==> config.mk <==
export PLATFORM = sky130hd
export DESIGN_NAME = instr_fetch_stage
export DESIGN_NICKNAME = d
export VERILOG_FILES = /design/src/rtl/instr_fetch_stage.sv
export SDC_FILE = /design/constraint.sdc
export NUM_CORES = 1
export LEC_CHECK = 0
export ABC_AREA = 1
export CAP_MARGIN = 25
export CELL_PAD_IN_SITES_DETAIL_PLACEMENT = 0
export CELL_PAD_IN_SITES_GLOBAL_PLACEMENT = 1
export CORE_MARGIN = 5
export CORE_UTILIZATION = 33
export DETAILED_ROUTE_END_ITERATION = 12
export PLACE_DENSITY_LB_ADDON = 0.1
export SLEW_MARGIN = 20
export SYNTH_ARGS = -nofsm -noshare
export SYNTH_HDL_FRONTEND = slang
export SYNTH_SLANG_ARGS = --single-unit
==> constraint.sdc <==
create_clock -name clk -period 1.9 [get_ports clk]
set_clock_uncertainty 0.05 [all_clocks]
set_input_delay 0.38 -clock clk [delete_from_list [all_inputs] [get_ports clk]]
set_output_delay 0.38 -clock clk [all_outputs]
set_load 0.005 [all_outputs]
==> src/rtl/instr_fetch_stage.sv <==
// Instruction fetch stage: owns the PC, drives synchronous imem and
// delivers a 2-cycle fetched instruction stream to the controller.
//
// Ports:
//   clk, rst_n     clock, async active-low reset
//   load_pc        1 = advance, 0 = stall (hold everything)
//   sel_pc         00 pc+4, 01 start_pc, 10 branch_target, 11 reg_target
//   start_pc       restart address
//   branch_target  datapath branch address
//   reg_target     register-sourced target
//   imem_addr      imem word address (issue address [ADDR_W+1:2])
//   imem_en        imem read enable (= load_pc)
//   imem_rdata     imem data, valid one cycle after an enabled address
//   instr_out      instruction to controller
//   instr_valid    instr_out is a real, non-squashed instruction
//   instr_pc       byte PC of instr_out
//   misalign_err   sticky: a redirect target had bits[1:0] != 0
module instr_fetch_stage #(
    parameter int          ADDR_W    = 11,
    parameter logic [31:0] RESET_PC  = 32'h0000_0000,
    parameter logic [31:0] NOP_INSTR = 32'hE1A0_0000
) (
    input  logic              clk,
    input  logic              rst_n,
    input  logic              load_pc,
    input  logic [1:0]        sel_pc,
    input  logic [31:0]       start_pc,
    input  logic [31:0]       branch_target,
    input  logic [31:0]       reg_target,
    output logic [ADDR_W-1:0] imem_addr,
    output logic              imem_en,
    input  logic [31:0]       imem_rdata,
    output logic [31:0]       instr_out,
    output logic              instr_valid,
    output logic [31:0]       instr_pc,
    output logic              misalign_err
);

    typedef struct packed {
        logic        valid;
        logic [31:0] pc;
    } s1_t;

    typedef struct packed {
        logic        valid;
        logic [31:0] pc;
        logic [31:0] instr;
    } s2_t;

    logic [31:0] pc;
    s1_t         s1;
    s2_t         s2;

    logic [31:0] raw_fa;
    logic [31:0] fa;
    logic        redirect;

    always_comb begin
        raw_fa = pc;
        unique case (sel_pc)
            2'b00: raw_fa = pc;
            2'b01: raw_fa = start_pc;
            2'b10: raw_fa = branch_target;
            2'b11: raw_fa = reg_target;
        endcase
    end

    assign fa        = {raw_fa[31:2], 2'b00};
    assign redirect  = load_pc & (sel_pc != 2'b00);
    assign imem_addr = fa[ADDR_W+1:2];
    assign imem_en   = load_pc;

    always_ff @(posedge clk or negedge rst_n) begin
        if (!rst_n) begin
            pc <= RESET_PC;
            s1 <= '0;
        end else if (load_pc) begin
            pc       <= fa + 32'd4;
            s1.valid <= 1'b1;
            s1.pc    <= fa;
        end
    end

    // A redirect squashes the entry moving s1->s2: it was fetched from
    // the wrong path.
    always_ff @(posedge clk or negedge rst_n) begin
        if (!rst_n) begin
            s2.valid <= 1'b0;
            s2.pc    <= '0;
            s2.instr <= NOP_INSTR;
        end else if (load_pc) begin
            s2.pc <= s1.pc;
            if (redirect || !s1.valid) begin
                s2.valid <= 1'b0;
                s2.instr <= NOP_INSTR;
            end else begin
                s2.valid <= 1'b1;
                s2.instr <= imem_rdata;
            end
        end
    end

    always_ff @(posedge clk or negedge rst_n) begin
        if (!rst_n) begin
            misalign_err <= 1'b0;
        end else if (redirect && raw_fa[1:0] != 2'b00) begin
            misalign_err <= 1'b1;
        end
    end

    assign instr_out   = s2.instr;
    assign instr_valid = s2.valid;
    assign instr_pc    = s2.pc;

endmodule

==> results of run 1 <==
## layout make-up
type                            count  area share
Multi-Input combinational cell    603       0.283
Clock buffer                       18      0.0393
Inverter                          121      0.0424
Timing Repair Buffer              366       0.312
Clock inverter                     14      0.0135
Sequential cell                   125       0.281
Tap cell                          265      0.0297
## sequential cells by signal (all words and copies together) (netlist names)
| name | cells |
|---|---|
| instr_out | 32 |
| s1 | 31 |
| misalign_err | 1 |
| instr_valid | 1 |
| pc | 30 |
| instr_pc | 30 |
## layout by cell type (no fill, tap or decap), types with 24 or more instances in the layout
cell type / instances
buf_4: 126
clkdlybuf4s50_1: 181
dfrtp_1: 119
inv_1: 105
nand2_1: 234
nand2_2: 24
nand3_1: 70
nor2_1: 41
nor2_2: 26
o21ai_0: 98
## metal layers
metal  wire [um]  share of wire  global-route usage  vias up
met5           0              0                   0        -
met4         594          0.025              0.0707        0
met3        1210          0.051              0.0533       38
met2       12300           0.52               0.362      143
met1        9600           0.41               0.251     3277
li1            -              -                   -     3517
## worst reg2reg max path: stages, from the launching register on
cell,delay (ns)
dfrtp_1,0.34
nor2_1,0.06
nor2_2,0.12
buf_6,0.13
ha_4,0.15
nand3_4,0.08
nor2_4,0.11
nand2_2,0.07
nor2_4,0.21
nand4_1,0.15
nand2_1,0.09
inv_1,0.04
nor2_1,0.09
## through the flow
stage                      util  setup TNS [ns]  cell area (um^2)  hold slack [ns]  std cells
after floorplan               -           -1.12              6630           0.0344        903
after global placement    0.498          -44.74              9720            0.313       1436
after detailed placement  0.498          -46.88              9720            0.313       1436
after CTS                 0.550               0             10700            0.269       1499
after global routing      0.572          -0.888             11200            0.288       1512
final                     0.572        -0.00244             11200            0.273       1512
## logic make-up (layout without fill, tap and decap cells)
| group | Yosys count | in the layout | synth area share |
|---|---|---|---|
| DFF | 125 | 125 | 0.476 |
| other | 1 | 2 | 0.000570 |
| xor gates and xnor gates | 1 | 1 | 0.00133 |
| adders and majority gates | 1 | 1 | 0.00190 |
| buffers and inverters | 175 | 519 | 0.113 |
| and+or+nand+nor | 462 | 462 | 0.294 |
| AOI/OAI and AO/OA | 137 | 137 | 0.112 |
## power groups by stage
stage,sequential (mW),clock [mW],combinational [mW]
global route,3.13,3.47,2.30
detailed placement,3.13,0,1.84
finish,3.09,3.27,2.07
CTS,3.09,3.36,1.97
floorplan,3.13,0,0.716
global placement,3.13,0,1.83
## how the worst max path moves through the flow
stage,start,endpoint,slack [ns],depth (start not counted)
finish,sel_pc[0],imem_addr[9],-0.002,10
global route,sel_pc[0],pc[30]$_DFFE_PN0P_,-0.09,14
CTS,sel_pc[0],pc[27]$_DFFE_PN0P_,0.0008,18
detailed placement,sel_pc[1],pc[24]$_DFFE_PN0P_,-0.94,14
global placement,sel_pc[1],pc[24]$_DFFE_PN0P_,-0.95,14
floorplan,sel_pc[0],pc[24]$_DFFE_PN0P_,-0.22,14
## timing repair
action	in CTS	in global routing
setup buffers	32	13
cloned	0	1
setup endpoints to repair	50	30
pin swaps	37	33
endpoints found under the hold margin	32	0
hold buffers	1	0
resized for setup	120	95
==> results.yml, run 1 <==
floorplan:
  rows: 51
  fp.dieW_um: 151
  ios: 211
  initial_core_util: 0.337
  dieHeight_um: 151
  dieArea_mm2: 0.0229
  core_mm2: 0.0195
logic_synthesis:
  yosysMostFrequentCell: "nand2_1"
  synth_seq_cells: 125
  synth_warnings: 0
  synth_cell_types: 33
  synth_enable_flop_cells: 0
  async_reset_ff_frac: 1.00
  synth_top_area_cell: "dfrtp_1"
  synthTopCellsByCount: "nand2_1 (266), dfrtp_1 (119), inv_1 (110)"
  avgSynthCellArea_um2: 7.30
  synth_top_flop_cell: "dfrtp_1"
  yosys-top-cells-area: "dfrtp_1 (45%), nand2_1 (15%), o21ai_0 (7.9%)"
  ys_seq_area_frac: 0.476
  netlist_area_mm2: 0.00658
  yosys.area.top_type_share: 0.452
  syn-instance-count: 902
route:
  wl_per_cell_um: 15.7
  drt_iter0_drc: 249
  viasPerCell: 4.61
  firstDrtPassIters: 4
  drc: 0
  routed_wirelength_mm: 23.7
  antenna_left: 0
  vias: 6975
worst_setup_path:
  r2r_setup_slack_ns: 0.14
  worst_setup_path_start_kind: "primary input"
  worstSetupEndpointType: "primary output"
  slowest_delay_ns: 0.14
  reg2reg_to: "pc[24]$_DFFE_PN0P_"
  worst-setup-path-type: "in2out"
  path_cells: "buf_8 > buf_6 > inv_8 > buf_12 > buf_12 > o21ai_1 > nand3_2 > nand2_2 > inv_1 > buf_2"
  cp_common_cell: "buf_12"
  cp_slowest_cell: "o21ai_1"
  timing.rr.start: "pc[3]$_DFFE_PN0P_"
  crit_arrival_ns: 1.47
  critical_path.top_delay_family: "buffers and inverters"
  cp.required_ns: 1.47
  worstRegToRegCells: 12
  cp_num_buf_inv: 7
  critPathMaxFanout: 10
final_layout:
  fin_nets: 1368
  syn_to_final_growth_pct: 69.7
  fill_cells: 1877
  drive_gt1_frac: 0.267
  n_antenna_cell: 0
  regArea_mm2: 0.00314
  multi_input_area_mm2: 0.00316
sta:
  worst_pin_slew_ns: 0.509
  fmaxAchievable_mhz: 526
  relSlewSlack: 0.661
  rsz0062_at_grt: "yes"
  slew_viol_final: 0
  fin_crit_sh: 1.00
  hold_viol_final: 0
  timing.final.ws_setup_ns: -0.00244
  finalSetupViolations: 1
  period_needed_ns: 1.90
pwr:
  p_comb_frac: 0.246
  p_sw_mw: 2.48
  irDropWorstVdd_v: 0.000656
  total_power_mw: 8.43
  intPower_mw: 5.96
  clock_power_share: 0.387
  p_per_area_mw_per_mm2: 755
  power_leakage_nw: 5.29
  pwr-share-seq: 0.367
  swShare: 0.294
cts:
  insertion_delay_ns: 0.43
  cts_sinks: 125
  clk_pin_slew_worst_paths_ns: 0.06
  numCtsBuffers: 17
  cts_max_level: 4
  root_buffer: "clkbuf_16"
  cts_max_path_buffers: 2
  cts_tree: "built"
grt:
  grt_pass1_wl_mm: 37.0
  globalRouteOverflowTotal: 0
  grt_start_max_net_pins: 56
  antenna_found_initial: 0
  grt_use_total: 0.208
  grt_pass1_vias: 7089
min_path:
  holdPathStages: 3
  holdPathEnd: "pc[19]$_DFFE_PN0P_"
  hp-start: "load_pc"
  worst_hold_path_type: "in2reg"
placed_design:
  routabilityCongestion: 0.894
  post-place-ws_ns: -0.942
  portBuffers: 208
  dp_hpwl_mm: 17.4
run_status:
  status: "finished, violations left"
  violations: "negative setup slack"
run:
  drv_cap: 0
No activity file was read; power rests on OpenSTA's default activity.
==> run 2: changes to the inputs <==
==> constraint.sdc (replaced) <==
create_clock -name clk -period 1.9 [get_ports clk]
set_clock_uncertainty 0.05 [all_clocks]
set_input_delay 0.38 -clock clk [delete_from_list [all_inputs] [get_ports clk]]
set_output_delay 0.38 -clock clk [all_outputs]
set_load 0.05 [all_outputs]
==> results.yml, run 2 (synthesized netlist as in run 1, its figures left out) <==
final_layout:
  drive_gt1_frac: 0.322
  fin_area_mm2: 0.0111
  fill_cells: 1882
  largest_reg_flops: 32
  fin_nets: 1375
  final_common_cell: "nand2_1"
  syn_to_final_growth_pct: 68.3
  layout_common_cells: "nand2_1 (233), buf_4 (199), clkdlybuf4s50_1 (121)"
  fin_util: 0.568
  n_antenna_cell: 0
floorplan:
  initial_core_util: 0.337
  ios: 211
  dieHeight_um: 151
  core_mm2: 0.0195
  rows: 51
  fp.dieW_um: 151
  dieArea_mm2: 0.0229
sta:
  timing.final.ws_setup_ns: -0.0603
  period_needed_ns: 1.96
  fmaxAchievable_mhz: 510
  rsz0062_at_grt: "yes"
  slew_viol_final: 0
  finalSetupViolations: 8
  hold_viol_final: 0
  fin_crit_sh: 1.03
cts:
  insertion_delay_ns: 0.42
  root_buffer: "clkbuf_16"
  cts_max_path_buffers: 2
  cts_tree: "built"
  cts_sinks: 125
  cts_max_level: 4
  numCtsBuffers: 17
  clk_pin_slew_worst_paths_ns: 0.06
grt:
  met2_usage: 0.360
  globalRouteOverflowTotal: 0
  grt_start_max_net_pins: 39
  grt_pass1_vias: 6816
  grt_pass1_wl_mm: 35.8
  busiest_layer: "met2"
  antenna_found_initial: 0
  grt_use_total: 0.203
  grt_use_met3: 0.0413
  grt_use_met1: 0.249
worst_setup_path:
  worstSetupEndpointType: "primary output"
  critPathMaxFanout: 5
  worst_setup_path_start_kind: "primary input"
  crit_arrival_ns: 1.53
  cp.required_ns: 1.47
  worst-setup-path-type: "in2out"
pwr:
  p_per_area_mw_per_mm2: 809
  irDropWorstVdd_v: 0.000681
  p_comb_frac: 0.295
  power_leakage_nw: 5.42
  intPower_mw: 6.06
  clock_power_share: 0.359
  swShare: 0.324
  p_sw_mw: 2.91
  pwr-share-seq: 0.346
placed_design:
  portBuffers: 208
  place_area_mm2: 0.00973
  routabilityCongestion: 0.860
  dp_hpwl_mm: 17.4
route:
  wl_per_cell_um: 15.2
  drc: 0
  vias: 6910
  routed_wirelength_mm: 23.1
  drt_iter0_drc: 283
  firstDrtPassIters: 4
  viasPerCell: 4.55
  antenna_left: 0
min_path:
  worst_hold_path_type: "in2async"
run_status:
  status: "finished, violations left"
  violations: "negative setup slack"
run:
  drv_cap: 0
run 2: cell types whose count changed in the layout (fill, tap and decap cells not counted), moves of 4 or more:
cell | before | now
dlygate4sd2_1 | 9 | 5
buf_6 | 17 | 24
buf_4 | 126 | 199
inv_8 | 5 | 0
clkdlybuf4s50_1 | 181 | 121
buf_2 | 8 | 1
run 2: per-stage QoR:
step | power (mW) | setup slack, ns | std cells | TNS (ns) | hold slack [ns]
after detailed placement | 5.57 | -0.908 | 1454 | -42.84 | 0.273
final | 8.96 | -0.0603 | 1518 | -0.254 | 0.405
after CTS | 8.96 | -0.0421 | 1503 | -0.0841 | 0.396
after floorplan | 4.39 | -0.223 | 903 | -1.12 | 0.0344
after global routing | 9.41 | -0.152 | 1518 | -2.44 | 0.445
after global placement | 5.56 | -0.972 | 1454 | -40.90 | 0.274
run 2: final cells by class:
class                           instances  area (um^2)  share of cell area
Inverter                              121          474              0.0428
Clock inverter                         13          141              0.0128
Multi-Input combinational cell        603         3120               0.282
Tap cell                              265          332              0.0299
Sequential cell                       125         3140               0.283
Timing Repair inverter                  1         7.51            0.000677
Timing Repair Buffer                  372         3430               0.309
Clock buffer                           18          439              0.0396
run 2: metal layers:
metal | vias to the layer above | share of wire | routed length, um
li1 | 3522 | - | -
met1 | 3225 | 0.42 | 9640
met2 | 133 | 0.53 | 12100
met3 | 30 | 0.039 | 898
met4 | 0 | 0.019 | 442
met5 | - | 0 | 0
run 2: critical path, cell delays in order:
cell and delay (ns):
buf_12 0.11, buf_6 0.11, nor2_4 0.14, inv_4 0.06
buf_6 0.11, or2_4 0.23, nand2_4 0.08, inv_2 0.05
buf_6 0.12, buf_12 0.14
run 2: power groups by stage:
stage               Sequential (mW)  Combinational [mW]  Clock, mW
detailed placement             3.14                2.43          0
floorplan                      3.57               0.824          0
CTS                            3.10                2.55       3.32
global placement               3.14                2.42          0
global route                   3.13                2.86       3.41
finish                         3.10                2.65       3.21
run 2: worst paths after layout:
path / from / to / slack, ns / depth (start not counted)
max: sel_pc[1] / imem_addr[4] / -0.06 / 10
min reg2reg: misalign_err$_DFFE_PN0P_ / misalign_err$_DFFE_PN0P_ / 0.42 / 1
max in group asynchronous: rst_n / instr_pc[13]$_DFFE_PN0P_ / 0.83 / 3
min in group clk: misalign_err$_DFFE_PN0P_ / misalign_err$_DFFE_PN0P_ / 0.42 / 1
max reg2reg: pc[3]$_DFFE_PN0P_ / pc[21]$_DFFE_PN0P_ / 0.18 / 11
min: rst_n / pc[25]$_DFFE_PN0P_ / 0.41 / 2
run 2: timing repair:
action                                 CTS  global route
gates resized for setup                 78            93
hold buffers                             1             0
endpoints found under the hold margin   27             0
setup endpoints to repair               44            34
pin swaps                               32            37
setup buffers                           16            15
cloned                                   1             0
